$ cat src/rtl/uart_pkg.sv
`default_nettype none
// ============================================================================
// Module      : uart_pkg
// Description : Shared types and constants for the oversampled UART receiver.
//               Holds the receiver state encoding, default frame constants and
//               the derived mid-bit sample indices.
//               Optional feature macro: UART_RX_PARITY_EN (adds the PARITY
//               state to the encoding).
// Revision    : 1.0 - initial release
// ============================================================================
package uart_pkg;

    localparam int unsigned OVERSAMPLE_DEFAULT = 16;
    localparam int unsigned DATA_BITS_DEFAULT  = 8;

    // Three samples straddle the centre of each bit period.
    localparam int unsigned SAMPLE_LO  = OVERSAMPLE_DEFAULT / 2 - 1;
    localparam int unsigned SAMPLE_MID = OVERSAMPLE_DEFAULT / 2;
    localparam int unsigned SAMPLE_HI  = OVERSAMPLE_DEFAULT / 2 + 1;

    typedef enum logic [2:0] {
        ST_IDLE   = 3'd0,
        ST_START  = 3'd1,
        ST_DATA   = 3'd2,
`ifdef UART_RX_PARITY_EN
        ST_PARITY = 3'd3,
`endif
        ST_STOP   = 3'd4
    } rx_state_t;

    // Sample indices for an arbitrary oversample ratio.
    function automatic int unsigned sample_lo(input int unsigned os);
        return os / 2 - 1;
    endfunction

    function automatic int unsigned sample_mid(input int unsigned os);
        return os / 2;
    endfunction

    function automatic int unsigned sample_hi(input int unsigned os);
        return os / 2 + 1;
    endfunction

endpackage
`default_nettype wire

$ cat src/rtl/uart_rx_oversampled_if.sv
`default_nettype none
// ============================================================================
// Module      : uart_rx_oversampled_if
// Description : Byte output channel of the UART receiver (valid/ready with
//               per-byte status).
//   master : receiver side - drives data, valid, frameErr, parityErr, overrun;
//            samples ready.
//   slave  : consumer side - samples the byte and status; drives ready.
// Revision    : 1.0 - initial release
// ============================================================================
interface uart_rx_oversampled_if #(
    parameter int unsigned DATA_BITS = 8
);
    logic [DATA_BITS-1:0] data;
    logic                 valid;
    logic                 ready;
    logic                 frameErr;
    logic                 parityErr;
    logic                 overrun;

    modport master (
        output data,
        output valid,
        output frameErr,
        output parityErr,
        output overrun,
        input  ready
    );

    modport slave (
        input  data,
        input  valid,
        input  frameErr,
        input  parityErr,
        input  overrun,
        output ready
    );
endinterface
`default_nettype wire

$ cat src/rtl/uart_rx_sync.sv
`default_nettype none
// ============================================================================
// Module      : uart_rx_sync
// Description : Multi-flop synchroniser for the asynchronous rx pad. Flops
//               reset to 1 so an idle line is not mistaken for a start bit
//               while the chain refills after reset.
//   clk       in  system clock
//   nReset    in  asynchronous active-low reset
//   rx        in  asynchronous serial line
//   rx_synced out rx delayed by SYNC_STAGES clocks
// Revision    : 1.0 - initial release
// ============================================================================
module uart_rx_sync #(
    parameter int unsigned SYNC_STAGES = 2
) (
    input  wire logic clk,
    input  wire logic nReset,
    input  wire logic rx,
    output logic      rx_synced
);

    logic [SYNC_STAGES-1:0] r_sync;

    always_ff @(posedge clk or negedge nReset) begin
        if (!nReset) begin
            r_sync <= '1;
        end else begin
            r_sync <= {r_sync[SYNC_STAGES-2:0], rx};
        end
    end

    assign rx_synced = r_sync[SYNC_STAGES-1];

endmodule
`default_nettype wire

$ cat src/rtl/uart_rx_oversampled.sv
`default_nettype none
// ============================================================================
// Module      : uart_rx_oversampled
// Description : Oversampled UART receiver. Detects the start bit, votes three
//               mid-bit samples per bit and presents each byte on a
//               valid/ready channel with framing, parity and overrun status.
//   clk       in  system clock
//   nReset    in  asynchronous active-low reset
//   rxTick    in  one-clk enable, OVERSAMPLE pulses per bit
//   rx        in  asynchronous serial line, idle high
//   parityOdd in  1 = odd parity, 0 = even (parity builds only)
//   busy      out receiver FSM not idle
//   rx_if     master side of the byte output channel
// Optional feature macro: UART_RX_PARITY_EN - adds a parity bit between the
//   data bits and the stop bit and drives parityErr; otherwise parityOdd is
//   ignored and parityErr stays 0.
// Revision    : 1.0 - initial release
// ============================================================================
module uart_rx_oversampled
    import uart_pkg::*;
#(
    parameter int unsigned DATA_BITS   = DATA_BITS_DEFAULT,
    parameter int unsigned OVERSAMPLE  = OVERSAMPLE_DEFAULT,
    parameter int unsigned SYNC_STAGES = 2
) (
    input  wire logic               clk,
    input  wire logic               nReset,
    input  wire logic               rxTick,
    input  wire logic               rx,
    input  wire logic               parityOdd,
    output logic                    busy,
    uart_rx_oversampled_if.master   rx_if
);

    localparam int unsigned TW = $clog2(OVERSAMPLE);
    localparam int unsigned BW = (DATA_BITS > 1) ? $clog2(DATA_BITS) : 1;

    localparam logic [TW-1:0] C_TICK_LO   = TW'(sample_lo(OVERSAMPLE));
    localparam logic [TW-1:0] C_TICK_MID  = TW'(sample_mid(OVERSAMPLE));
    localparam logic [TW-1:0] C_TICK_HI   = TW'(sample_hi(OVERSAMPLE));
    localparam logic [TW-1:0] C_TICK_LAST = TW'(OVERSAMPLE - 1);
    localparam logic [BW-1:0] C_BIT_LAST  = BW'(DATA_BITS - 1);

    logic                 w_rx;
    logic                 w_vote;
    logic                 w_complete;
    logic                 w_parity_err;

    rx_state_t            r_state;
    logic [TW-1:0]        r_tick;
    logic [BW-1:0]        r_bit;
    logic [DATA_BITS-1:0] r_shift;
    logic                 r_s_lo;
    logic                 r_s_mid;
    logic                 r_busy;

    uart_rx_sync #(
        .SYNC_STAGES (SYNC_STAGES)
    ) u_sync (
        .clk       (clk),
        .nReset    (nReset),
        .rx        (rx),
        .rx_synced (w_rx)
    );

    // The third sample is taken live, so the vote is valid on the HI tick.
    assign w_vote = (r_s_lo & r_s_mid) | (r_s_lo & w_rx) | (r_s_mid & w_rx);

    // A frame finishes at the centre of the stop bit; the rest of the stop
    // bit is spent in IDLE so a back-to-back start edge is never missed.
    assign w_complete = rxTick && (r_state == ST_STOP) && (r_tick == C_TICK_HI);

`ifdef UART_RX_PARITY_EN
    logic r_par;
    assign w_parity_err = (((^r_shift) ^ r_par) != parityOdd);
`else
    logic w_unused_parity_odd;
    assign w_unused_parity_odd = parityOdd;
    assign w_parity_err        = 1'b0;
`endif

    // ------------------------------------------------------------------
    // Receive FSM with tick/bit counters; everything frozen between ticks.
    // ------------------------------------------------------------------
    always_ff @(posedge clk or negedge nReset) begin
        if (!nReset) begin
            r_state <= ST_IDLE;
            r_tick  <= '0;
            r_bit   <= '0;
            r_shift <= '0;
            r_s_lo  <= 1'b0;
            r_s_mid <= 1'b0;
            r_busy  <= 1'b0;
`ifdef UART_RX_PARITY_EN
            r_par   <= 1'b0;
`endif
        end else if (rxTick) begin
            if (r_tick == C_TICK_LO) begin
                r_s_lo <= w_rx;
            end
            if (r_tick == C_TICK_MID) begin
                r_s_mid <= w_rx;
            end

            case (r_state)
                ST_IDLE: begin
                    r_tick <= '0;
                    if (!w_rx) begin
                        r_state <= ST_START;
                        r_busy  <= 1'b1;
                    end
                end

                ST_START: begin
                    if ((r_tick == C_TICK_HI) && w_vote) begin
                        // Glitch rather than a real start bit.
                        r_state <= ST_IDLE;
                        r_busy  <= 1'b0;
                        r_tick  <= '0;
                    end else if (r_tick == C_TICK_LAST) begin
                        r_state <= ST_DATA;
                        r_tick  <= '0;
                        r_bit   <= '0;
                    end else begin
                        r_tick <= r_tick + 1'b1;
                    end
                end

                ST_DATA: begin
                    if (r_tick == C_TICK_HI) begin
                        r_shift <= {w_vote, r_shift[DATA_BITS-1:1]};
                    end
                    if (r_tick == C_TICK_LAST) begin
                        r_tick <= '0;
                        if (r_bit == C_BIT_LAST) begin
`ifdef UART_RX_PARITY_EN
                            r_state <= ST_PARITY;
`else
                            r_state <= ST_STOP;
`endif
                        end else begin
                            r_bit <= r_bit + 1'b1;
                        end
                    end else begin
                        r_tick <= r_tick + 1'b1;
                    end
                end

`ifdef UART_RX_PARITY_EN
                ST_PARITY: begin
                    if (r_tick == C_TICK_HI) begin
                        r_par <= w_vote;
                    end
                    if (r_tick == C_TICK_LAST) begin
                        r_state <= ST_STOP;
                        r_tick  <= '0;
                    end else begin
                        r_tick <= r_tick + 1'b1;
                    end
                end
`endif

                ST_STOP: begin
                    if (r_tick == C_TICK_HI) begin
                        r_state <= ST_IDLE;
                        r_busy  <= 1'b0;
                        r_tick  <= '0;
                    end else begin
                        r_tick <= r_tick + 1'b1;
                    end
                end

                default: begin
                    r_state <= ST_IDLE;
                    r_busy  <= 1'b0;
                    r_tick  <= '0;
                end
            endcase
        end
    end

    assign busy = r_busy;

    // ------------------------------------------------------------------
    // Output register and valid/ready handshake (runs every clk).
    // A completed frame replaces the held byte only if the slot is empty
    // or is being emptied in the same cycle; otherwise it is dropped.
    // ------------------------------------------------------------------
    always_ff @(posedge clk or negedge nReset) begin
        if (!nReset) begin
            rx_if.data      <= '0;
            rx_if.valid     <= 1'b0;
            rx_if.frameErr  <= 1'b0;
            rx_if.parityErr <= 1'b0;
            rx_if.overrun   <= 1'b0;
        end else if (w_complete) begin
            if (!rx_if.valid || rx_if.ready) begin
                rx_if.data      <= r_shift;
                rx_if.valid     <= 1'b1;
                rx_if.frameErr  <= ~w_vote;
                rx_if.parityErr <= w_parity_err;
                rx_if.overrun   <= 1'b0;
            end else begin
                rx_if.overrun <= 1'b1;
            end
        end else if (rx_if.valid && rx_if.ready) begin
            rx_if.valid   <= 1'b0;
            rx_if.overrun <= 1'b0;
        end
    end

endmodule
`default_nettype wire

$ cat src/flat_wrapper.sv
// flat-port wrapper written by rule: the top's interface ports become plain ports
module uart_rx_oversampled_flat import uart_pkg::*;
#(
    parameter int unsigned DATA_BITS   = DATA_BITS_DEFAULT,
    parameter int unsigned OVERSAMPLE  = OVERSAMPLE_DEFAULT,
    parameter int unsigned SYNC_STAGES = 2
)
  (clk, nReset, rxTick, rx, parityOdd, busy, rx_if_data, rx_if_valid, rx_if_frameErr, rx_if_parityErr, rx_if_overrun, rx_if_ready);
  uart_rx_oversampled_if #(.DATA_BITS(DATA_BITS)) rx_if_i ();
  input  wire logic clk;
  input  wire logic nReset;
  input  wire logic rxTick;
  input  wire logic rx;
  input  wire logic parityOdd;
  output logic busy;
  output wire logic [$bits(rx_if_i.data)-1:0] rx_if_data;
  output wire logic [$bits(rx_if_i.valid)-1:0] rx_if_valid;
  output wire logic [$bits(rx_if_i.frameErr)-1:0] rx_if_frameErr;
  output wire logic [$bits(rx_if_i.parityErr)-1:0] rx_if_parityErr;
  output wire logic [$bits(rx_if_i.overrun)-1:0] rx_if_overrun;
  input wire logic [$bits(rx_if_i.ready)-1:0] rx_if_ready;
  assign rx_if_data = rx_if_i.data;
  assign rx_if_valid = rx_if_i.valid;
  assign rx_if_frameErr = rx_if_i.frameErr;
  assign rx_if_parityErr = rx_if_i.parityErr;
  assign rx_if_overrun = rx_if_i.overrun;
  assign rx_if_i.ready = rx_if_ready;
  uart_rx_oversampled #(.DATA_BITS(DATA_BITS), .OVERSAMPLE(OVERSAMPLE), .SYNC_STAGES(SYNC_STAGES)) u_core (.clk(clk), .nReset(nReset), .rxTick(rxTick), .rx(rx), .parityOdd(parityOdd), .busy(busy), .rx_if(rx_if_i));
endmodule
$ cat config.mk
export PLATFORM = sky130hd
export DESIGN_NAME = uart_rx_oversampled_flat
export DESIGN_NICKNAME = d
export VERILOG_FILES = /design/src/rtl/uart_pkg.sv /design/src/rtl/uart_rx_oversampled_if.sv /design/src/rtl/uart_rx_sync.sv /design/src/rtl/uart_rx_oversampled.sv /design/src/flat_wrapper.sv
export SDC_FILE = /design/constraint.sdc
export NUM_CORES = 1
export LEC_CHECK = 0
export ABC_AREA = 1
export CAP_MARGIN = 5
export CORE_ASPECT_RATIO = 0.7
export CORE_MARGIN = 2
export CORE_UTILIZATION = 24
export CTS_CLUSTER_SIZE = 25
export DETAILED_ROUTE_END_ITERATION = 16
export SLEW_MARGIN = 20
export SYNTH_ARGS = -nofsm -noshare
export SYNTH_HDL_FRONTEND = slang
export SYNTH_SLANG_ARGS = --single-unit
$ cat constraint.sdc
create_clock -name clk -period 4.62 [get_ports clk]
set_clock_uncertainty 0.15 [all_clocks]
set_input_delay 1.386 -clock clk [delete_from_list [all_inputs] [get_ports clk]]
set_output_delay 1.386 -clock clk [all_outputs]
set_load 0.02 [all_outputs]
# Word-level counts from Yosys, hierarchy flattened
# Index checks and enable logic that the tools add are counted.
# word_totals
regBits	34
output_inout_bits	13
elab_cells	81
# op_classes
addsub	2
eq_ne	18
muxes	25
bitwise	7
n_reduce_logical	17
# op_table
cell	n
2-to-1 mux 3 bit	10
equality test 4 bit, second input constant	3
2-to-1 mux 4 bit	3
case mux 3 bit (4 select lines)	1
case mux 4 bit (3 select lines)	1
AND reduction 6 bit	2
inequality test 2 bit, second input constant	5
2-to-1 mux 1 bit	8
inequality test 2 x 1 -> 1 bit, second input constant	4
AND reduction 2 bit	4
equality test 3 bit, second input constant	2
case mux 3 bit (2 select lines)	1
AND reduction 5 bit	1
adder 4 x 1 -> 4 bit, second input constant	1
equality test 4 x 3 -> 1 bit, second input constant	1
logical AND 1 bit	4
case mux 1 bit (4 select lines)	1
nonzero test 2 bit	2
adder 3 x 1 -> 3 bit, second input constant	1
bitwise AND 1 bit	3
equality test 3 x 1 -> 1 bit, second input constant	1
equality test 3 x 2 -> 1 bit, second input constant	1
zero test 3 bit	1
inequality test 3 x 1 -> 1 bit, second input constant	1
other kinds (5)	7

# Longest topological paths before layout
# Gate-level depths: netlist (run 1).
# logic_depth
depth_word	6
ltp_mapped	10
mapped_depth_nobuf	9

# Hierarchy
# A second synthesis (run 1) with hierarchy kept.
# unflattened
cells_unflattened	195
hier_area_um2	1715.4
# by_module_without_submodules
module	instances	cells_each	area_per_inst_um2
uart_rx_oversampled	1	193	1662.8
uart_rx_sync	1	2	52.6

# Worst setup path after synthesis (run 1)
# OpenSTA, ideal clock, no wires.
# synth_path
path_kind	input to register
startpoint	input rxTick
endpoint	register u_core.rx_if.frameErr
setup_ps	121
arrival_ps	1997
required_ps	4349
setup_slack_ps	2352
path_stages	8
n_path_buf	1
cell_sequence	inv_2 > nor2_4 > nand2_4 > inv_4 > nand2_4 > buf_6 > nand2_2 > o21ai_2
# synth_via
elab_chain_cells	3
# synth_lines
item	line	source
start, declared	flat_wrapper.sv:12	input wire logic rxTick;
logical AND 1 bit (2 in series)	uart_rx_oversampled.sv:71	assign w_complete = rxTick && (r_state == ST_STOP) && (r_tick == C_TICK_HI);
AND reduction 2 bit (no line)	n/a	
end signal, assigned	uart_rx_oversampled.sv:200	rx_if.frameErr <= ~w_vote;
end, declared	uart_rx_oversampled_if.sv:24	output frameErr,
# No other way between the ends.
# A chain may end at the register's enable or synchronous reset.

# Worst setup path in the final report (run 1)
# layout_path
startpoint	register u_core.rx_if.frameErr
endpoint	output rx_if_frameErr
# layout_rtl
item	line	source
end, declared	flat_wrapper.sv:18	output wire logic [$bits(rx_if_i.frameErr)-1:0] rx_if_frameErr;
# No word-level cell between the ends.

==> results of run 1 <==
==> per-stage QoR <==
| stage | setup slack (ns) | instance area, um2 | hold slack, ns | total power (W) |
|---|---|---|---|---|
| 5_1_grt | 1.75 | 2040 | 0.211 | 0.000836 |
| 3_5_place_dp | 1.58 | 1950 | 0.199 | 0.000557 |
| 6_report | 1.82 | 2040 | 0.209 | 0.000778 |
| 3_3_place_gp | 1.58 | 1950 | 0.196 | 0.000555 |
| 4_1_cts | 1.80 | 2040 | 0.208 | 0.000784 |
| 2_1_floorplan | 2.35 | 1690 | 0.195 | 0.000503 |
==> flip-flops by register name, summed over array words and instances (netlist names) <==
name / flops
u_core.rx_if.frameErr: 1
u_core.busy: 1
u_core.rx_if.valid: 1
u_core.r_s_lo: 1
u_core.r_tick: 4
u_core.rx_if.overrun: 1
u_core.r_bit: 3
u_core.r_shift: 8
u_core.rx_if.data: 8
u_core.r_s_mid: 1
u_core.r_state: 3
u_core.u_sync.r_sync: 2
==> power breakdown <==
group | internal [W] | switching [W] | total, W | leakage (nW)
clock network | 0.000120 | 0.000104 | 0.000224 | 0.0482
registers | 0.000325 | 0.0000247 | 0.000350 | 0.457
logic | 0.0000667 | 0.000137 | 0.000204 | 0.465
total | 0.000512 | 0.000266 | 0.000778 | 0.971
==> synthesized netlist by cell type <==
cell type,number,area [um2]
inv_4,1,6.26
buf_4,1,7.51
inv_1,23,86.3
nand2_2,2,12.5
nand4_1,7,43.8
xor2_1,1,8.76
dfstp_2,2,52.6
conb_1,1,3.75
o21ai_0,3,15.0
ha_1,5,62.6
nor2_2,3,18.8
nand2_1,57,214
inv_2,4,15.0
buf_6,2,22.5
nand2_4,2,22.5
nand3_2,2,20.0
o21ai_2,9,78.8
dfrtp_1,32,801
nand3b_1,1,7.51
nor2_4,1,11.3
nor2_1,15,56.3
a21oi_1,3,15.0
o21ai_1,7,35.0
nand3_1,15,75.1
==> worst max path at each step <==
stage | end | slack [ns] | cells past startpoint
floorplan | u_core.rx_if.frameErr | 2.35 | 8
global placement | u_core.rx_if.data[6] | 1.58 | 8
detailed placement | u_core.rx_if.data[6] | 1.58 | 8
CTS | rx_if_frameErr | 1.80 | 1
global route | rx_if_frameErr | 1.75 | 1
finish | rx_if_frameErr | 1.82 | 1
==> per-layer routing <==
metal / wire [um] / up-vias / GRT usage [%]
met2: 1120 / 16 / 11.5
met1: 1700 / 564 / 12.0
met5: 0 / - / 0
met4: 87 / 0 / 5.86
met3: 130 / 6 / 3.24
li1: - / 669 / -
==> worst register-to-register path, cell delays in order, from the launching register on <==
cell	delay [ns]
dfrtp_1	0.41
inv_1	0.10
ha_1	0.18
inv_1	0.05
nor2_1	0.19
nor2_1	0.11
nor2_2	0.16
nand3_1	0.14
nand2_1	0.09
nand2_1	0.05
==> logic make-up after synthesis <==
logic type / synth area share (%)
flip-flops: 50.4
buffers and inverters: 8.14
XOR/XNOR: 0.518
other: 0.222
adder cells (fa/ha/maj): 3.70
AND/OR/NAND/NOR: 28.5
AO/OA/AOI/OAI: 8.51
==> layout make-up <==
| class | count | share of cell area, % |
|---|---|---|
| Sequential cell | 34 | 41.9 |
| Multi-Input combinational cell | 134 | 34.4 |
| Timing Repair Buffer | 17 | 8.23 |
| Tap cell | 94 | 5.77 |
| Inverter | 28 | 5.28 |
| Clock buffer | 7 | 4.24 |
| Clock inverter | 1 | 0.246 |
==> summary.txt, run 1 <==
status = finished, final reports clean
fmax = 357 MHz
Final Non-Filler Cells = 315
die area = 0.00775 mm2
Vias = 1,255
FF-to-FF End = u_core.r_state[0]
total negative slack = 0 ns
global-route wire length before repair = 5240 um
GRT Total Usage = 8.77%
Worst VDD drop = 0.121 mV
Mapped Cells = 199
Placed Cells = 307
worst-case clock buffer depth = 2
Critical Path AT = 1.26 ns
library cells used by synthesis = 24
Clk Latency, worst-skew pair = 0.28 ns
Fillers = 732
CTS tree = built
Hold Crit Depth = 0
PD cells = 381 mW/mm2
commonest non-fill, non-tap cell in the layout = nand2_1
Worst setup SP type = register
vias per cell = 3.98
largest net degree at the start of global routing = 35
# Post-CTS Setup Buffers = 0
vias in the first global route = 1,121
Area growth, synth to finish = 20.5%
reg-to-reg startpoint = u_core.r_tick[1]
Core ar. = 0.00679 mm2
Max-Cap Viols = 0
post-layout util = 30.0%
GPL Wtd Cong = 0.859
CP Class = register to output port
grt ovf = 0
WP data required = 3.08 ns
fin. max-slew vios = 0
post-synthesis sequential area ratio = 50.4%
final WL = 3040 um
Final min period = 2.80 ns
Reg2Reg Depth = 9
slowest CP cell = clkdlybuf4s50_1
diode count = 0
# DRC = 0
IO Count = 19
mean post-synth cell area = 8.50 um2
CTS root buf = clkbuf_8
delay-heaviest family, CP = buffers and inverters
Pre-Repair DR Iteration Count = 4
layout cells sized above 1 = 15.4%
H-Tree Depth = 2
CP Capture Type = output port
Reg area = 853 um2
syn_nets = 210
First DRT Iteration DRCs = 73
Critical Path Source = u_core.rx_if.frameErr
initial core utilization = 24.9%
CTS resizes = 0
FF+latch count, synth = 34
CTS Buf Count = 5
RSZ-0062 raised after global routing = false
cts hold-fix bufs = 0
mapped cell area = 0.00169 mm2
Hold Startpoint = u_core.u_sync.r_sync[0]
# clock sinks = 34
Hold WC Path Type = register to register
dpl hpwl = 2210 um
Worst Hold End = u_core.u_sync.r_sync[1]
Yosys warning count = 0
part of the cycle the worst path needs = 60.6%
max incr delay on CP = 0.61 ns
reg-to-reg slack, setup = 2.89 ns
average routed wire per standard cell = 9.64 um
antenna viol nets, final = 0
commonest cells after routing, fill and taps aside = nand2_1 (57), dfrtp_1 (32), inv_1 (23)
Layout Nets = 231
Worst Path Buf+Inv = 1
final setup fails = 0
Critical Path Fanout Max = 2
Die Y = 74.2 um
crit-path cells = clkdlybuf4s50_1
I/O Buffers = 16
area of the multi-input gates = 701 um2
Row Count = 25
die width = 104 um
Leak = 0.971 nW
register clock-pin slew on the reported worst setup and hold paths = 0.06 ns
count of final hold-check violations = 0
initial antenna violation count = 0
Note: power is estimated with default switching activity, not from simulation.
==> inputs of run 2 (changes only) <==
==> constraint.sdc (replaced) <==
create_clock -name clk -period 2.78 [get_ports clk]
set_clock_uncertainty 0.15 [all_clocks]
set_input_delay 0.834 -clock clk [delete_from_list [all_inputs] [get_ports clk]]
set_output_delay 0.834 -clock clk [all_outputs]
set_load 0.02 [all_outputs]
==> run 2 against run 1 <==
  * Power grew 66%
  * Register-to-register slack got worse by 1.8 ns
  * Largest power group unchanged
  * Critical endpoint unchanged
  * Design area unchanged
==> summary.txt, run 2 (synthesis results as in run 1) <==
status = finished, final reports clean
total negative slack = 0 ns
Core ar. = 0.00679 mm2
reg-to-reg slack, setup = 1.06 ns
final WL = 3060 um
Reg area = 853 um2
average routed wire per standard cell = 9.71 um
post-layout util = 30.0%
Row Count = 25
Fillers = 726
Seq pwr share = 45.1%
final setup fails = 0
Max-Cap Viols = 0
Placed Cells = 307
layout cells sized above 1 = 15.4%
CTS root buf = clkbuf_8
Worst setup SP type = register
fin. max-slew vios = 0
WP data required = 1.80 ns
commonest non-fill, non-tap cell in the layout = nand2_1
die width = 104 um
vias per cell = 4.00
die area = 0.00775 mm2
Tot Pwr = 0.00129 W
RSZ-0062 raised after global routing = false
Critical Path AT = 1.26 ns
initial core utilization = 24.9%
CTS resizes = 0
delay-heaviest family, CP = buffers and inverters
IO Count = 19
commonest cells after routing, fill and taps aside = nand2_1 (57), dfrtp_1 (32), inv_1 (23)
cts hold-fix bufs = 0
First DRT Iteration DRCs = 69
diode count = 0
crit-path cells = clkdlybuf4s50_1
# clock sinks = 34
Worst VDD drop = 0.229 mV
GRT Total Usage = 9.00%
CTS Buf Count = 5
# Post-CTS Setup Buffers = 0
max incr delay on CP = 0.61 ns
CP Class = register to output port
CP Capture Type = output port
grt ovf = 0
slowest CP cell = clkdlybuf4s50_1
antenna viol nets, final = 0
count of final hold-check violations = 0
H-Tree Depth = 2
GPL Wtd Cong = 0.840
Critical Path Fanout Max = 2
Vias = 1,261
Die Y = 74.2 um
switch share = 33.9%
cell internal pwr = 0.000850 W
Leak = 0.971 nW
fmax = 445 MHz
PD cells = 631 mW/mm2
Worst Path Buf+Inv = 1
P_sw = 0.000437 W
clock network fraction of total power = 28.8%
largest net degree at the start of global routing = 35
register clock-pin slew on the reported worst setup and hold paths = 0.07 ns
CTS tree = built
dpl hpwl = 2220 um
Final min period = 2.25 ns
initial antenna violation count = 0
worst-case clock buffer depth = 2
Layout Nets = 231
Clk Latency, worst-skew pair = 0.28 ns
I/O Buffers = 16
Hold WC Path Type = register to register
Area growth, synth to finish = 20.5%
Pre-Repair DR Iteration Count = 4
Final Non-Filler Cells = 315
Largest regs = u_core.r_shift (8), u_core.rx_if.data (8), u_core.r_tick (4)
area of the multi-input gates = 701 um2
combinational power share = 26.1%
# DRC = 0
global-route wire length before repair = 5420 um
part of the cycle the worst path needs = 80.9%
vias in the first global route = 1,164
## run 2: path summary, 6_finish.rpt
check | startpoint | end | cells past startpoint
min | u_core.u_sync.r_sync[0] | u_core.u_sync.r_sync[1] | 0
max in group asynchronous | nReset | u_core.u_sync.r_sync[1] | 2
max | u_core.rx_if.frameErr | rx_if_frameErr | 1
min reg2reg | u_core.u_sync.r_sync[0] | u_core.u_sync.r_sync[1] | 0
min in group asynchronous | nReset | u_core.r_state[2] | 2
max reg2reg | u_core.r_tick[1] | u_core.r_state[2] | 9
## run 2: final cells by class
| type | instances | area share (%) |
|---|---|---|
| flip-flops and latches | 34 | 41.9 |
| multi-input cells | 134 | 34.4 |
| repair buffers | 17 | 8.23 |
| well taps | 94 | 5.77 |
| inverters | 28 | 5.28 |
| clock buffers | 7 | 4.24 |
| clock inverters | 1 | 0.246 |
## run 2: metal layers
layer / wire length (um) / track usage, % / vias to the layer above / share of wire [%]
met5: 0 / 0 / - / 0
met4: 63 / 4.95 / 0 / 2.1
met3: 141 / 3.07 / 5 / 4.6
met2: 1210 / 12.5 / 20 / 39
met1: 1650 / 12.3 / 568 / 54
li1: - / - / 668 / -
## run 2: per-stage QoR
| stage | hold WS, ns | setup slack (ns) | cell area [um2] |
|---|---|---|---|
| 3_5_place_dp | 0.199 | 0.293 | 1950 |
| 3_3_place_gp | 0.196 | 0.294 | 1950 |
| 4_1_cts | 0.209 | 0.512 | 2040 |
| 6_report | 0.208 | 0.532 | 2040 |
| 2_1_floorplan | 0.195 | 1.06 | 1690 |
| 5_1_grt | 0.216 | 0.465 | 2040 |
## run 2: power by group through the flow
stage / Combinational [W] / Clock (W) / Sequential, W
after CTS: 0.000337 / 0.000383 / 0.000580
final: 0.000336 / 0.000371 / 0.000580
after global routing: 0.000389 / 0.000411 / 0.000587
after detailed placement: 0.000336 / 0 / 0.000589
after floorplan: 0.000247 / 0 / 0.000590
after global placement: 0.000335 / 0 / 0.000590
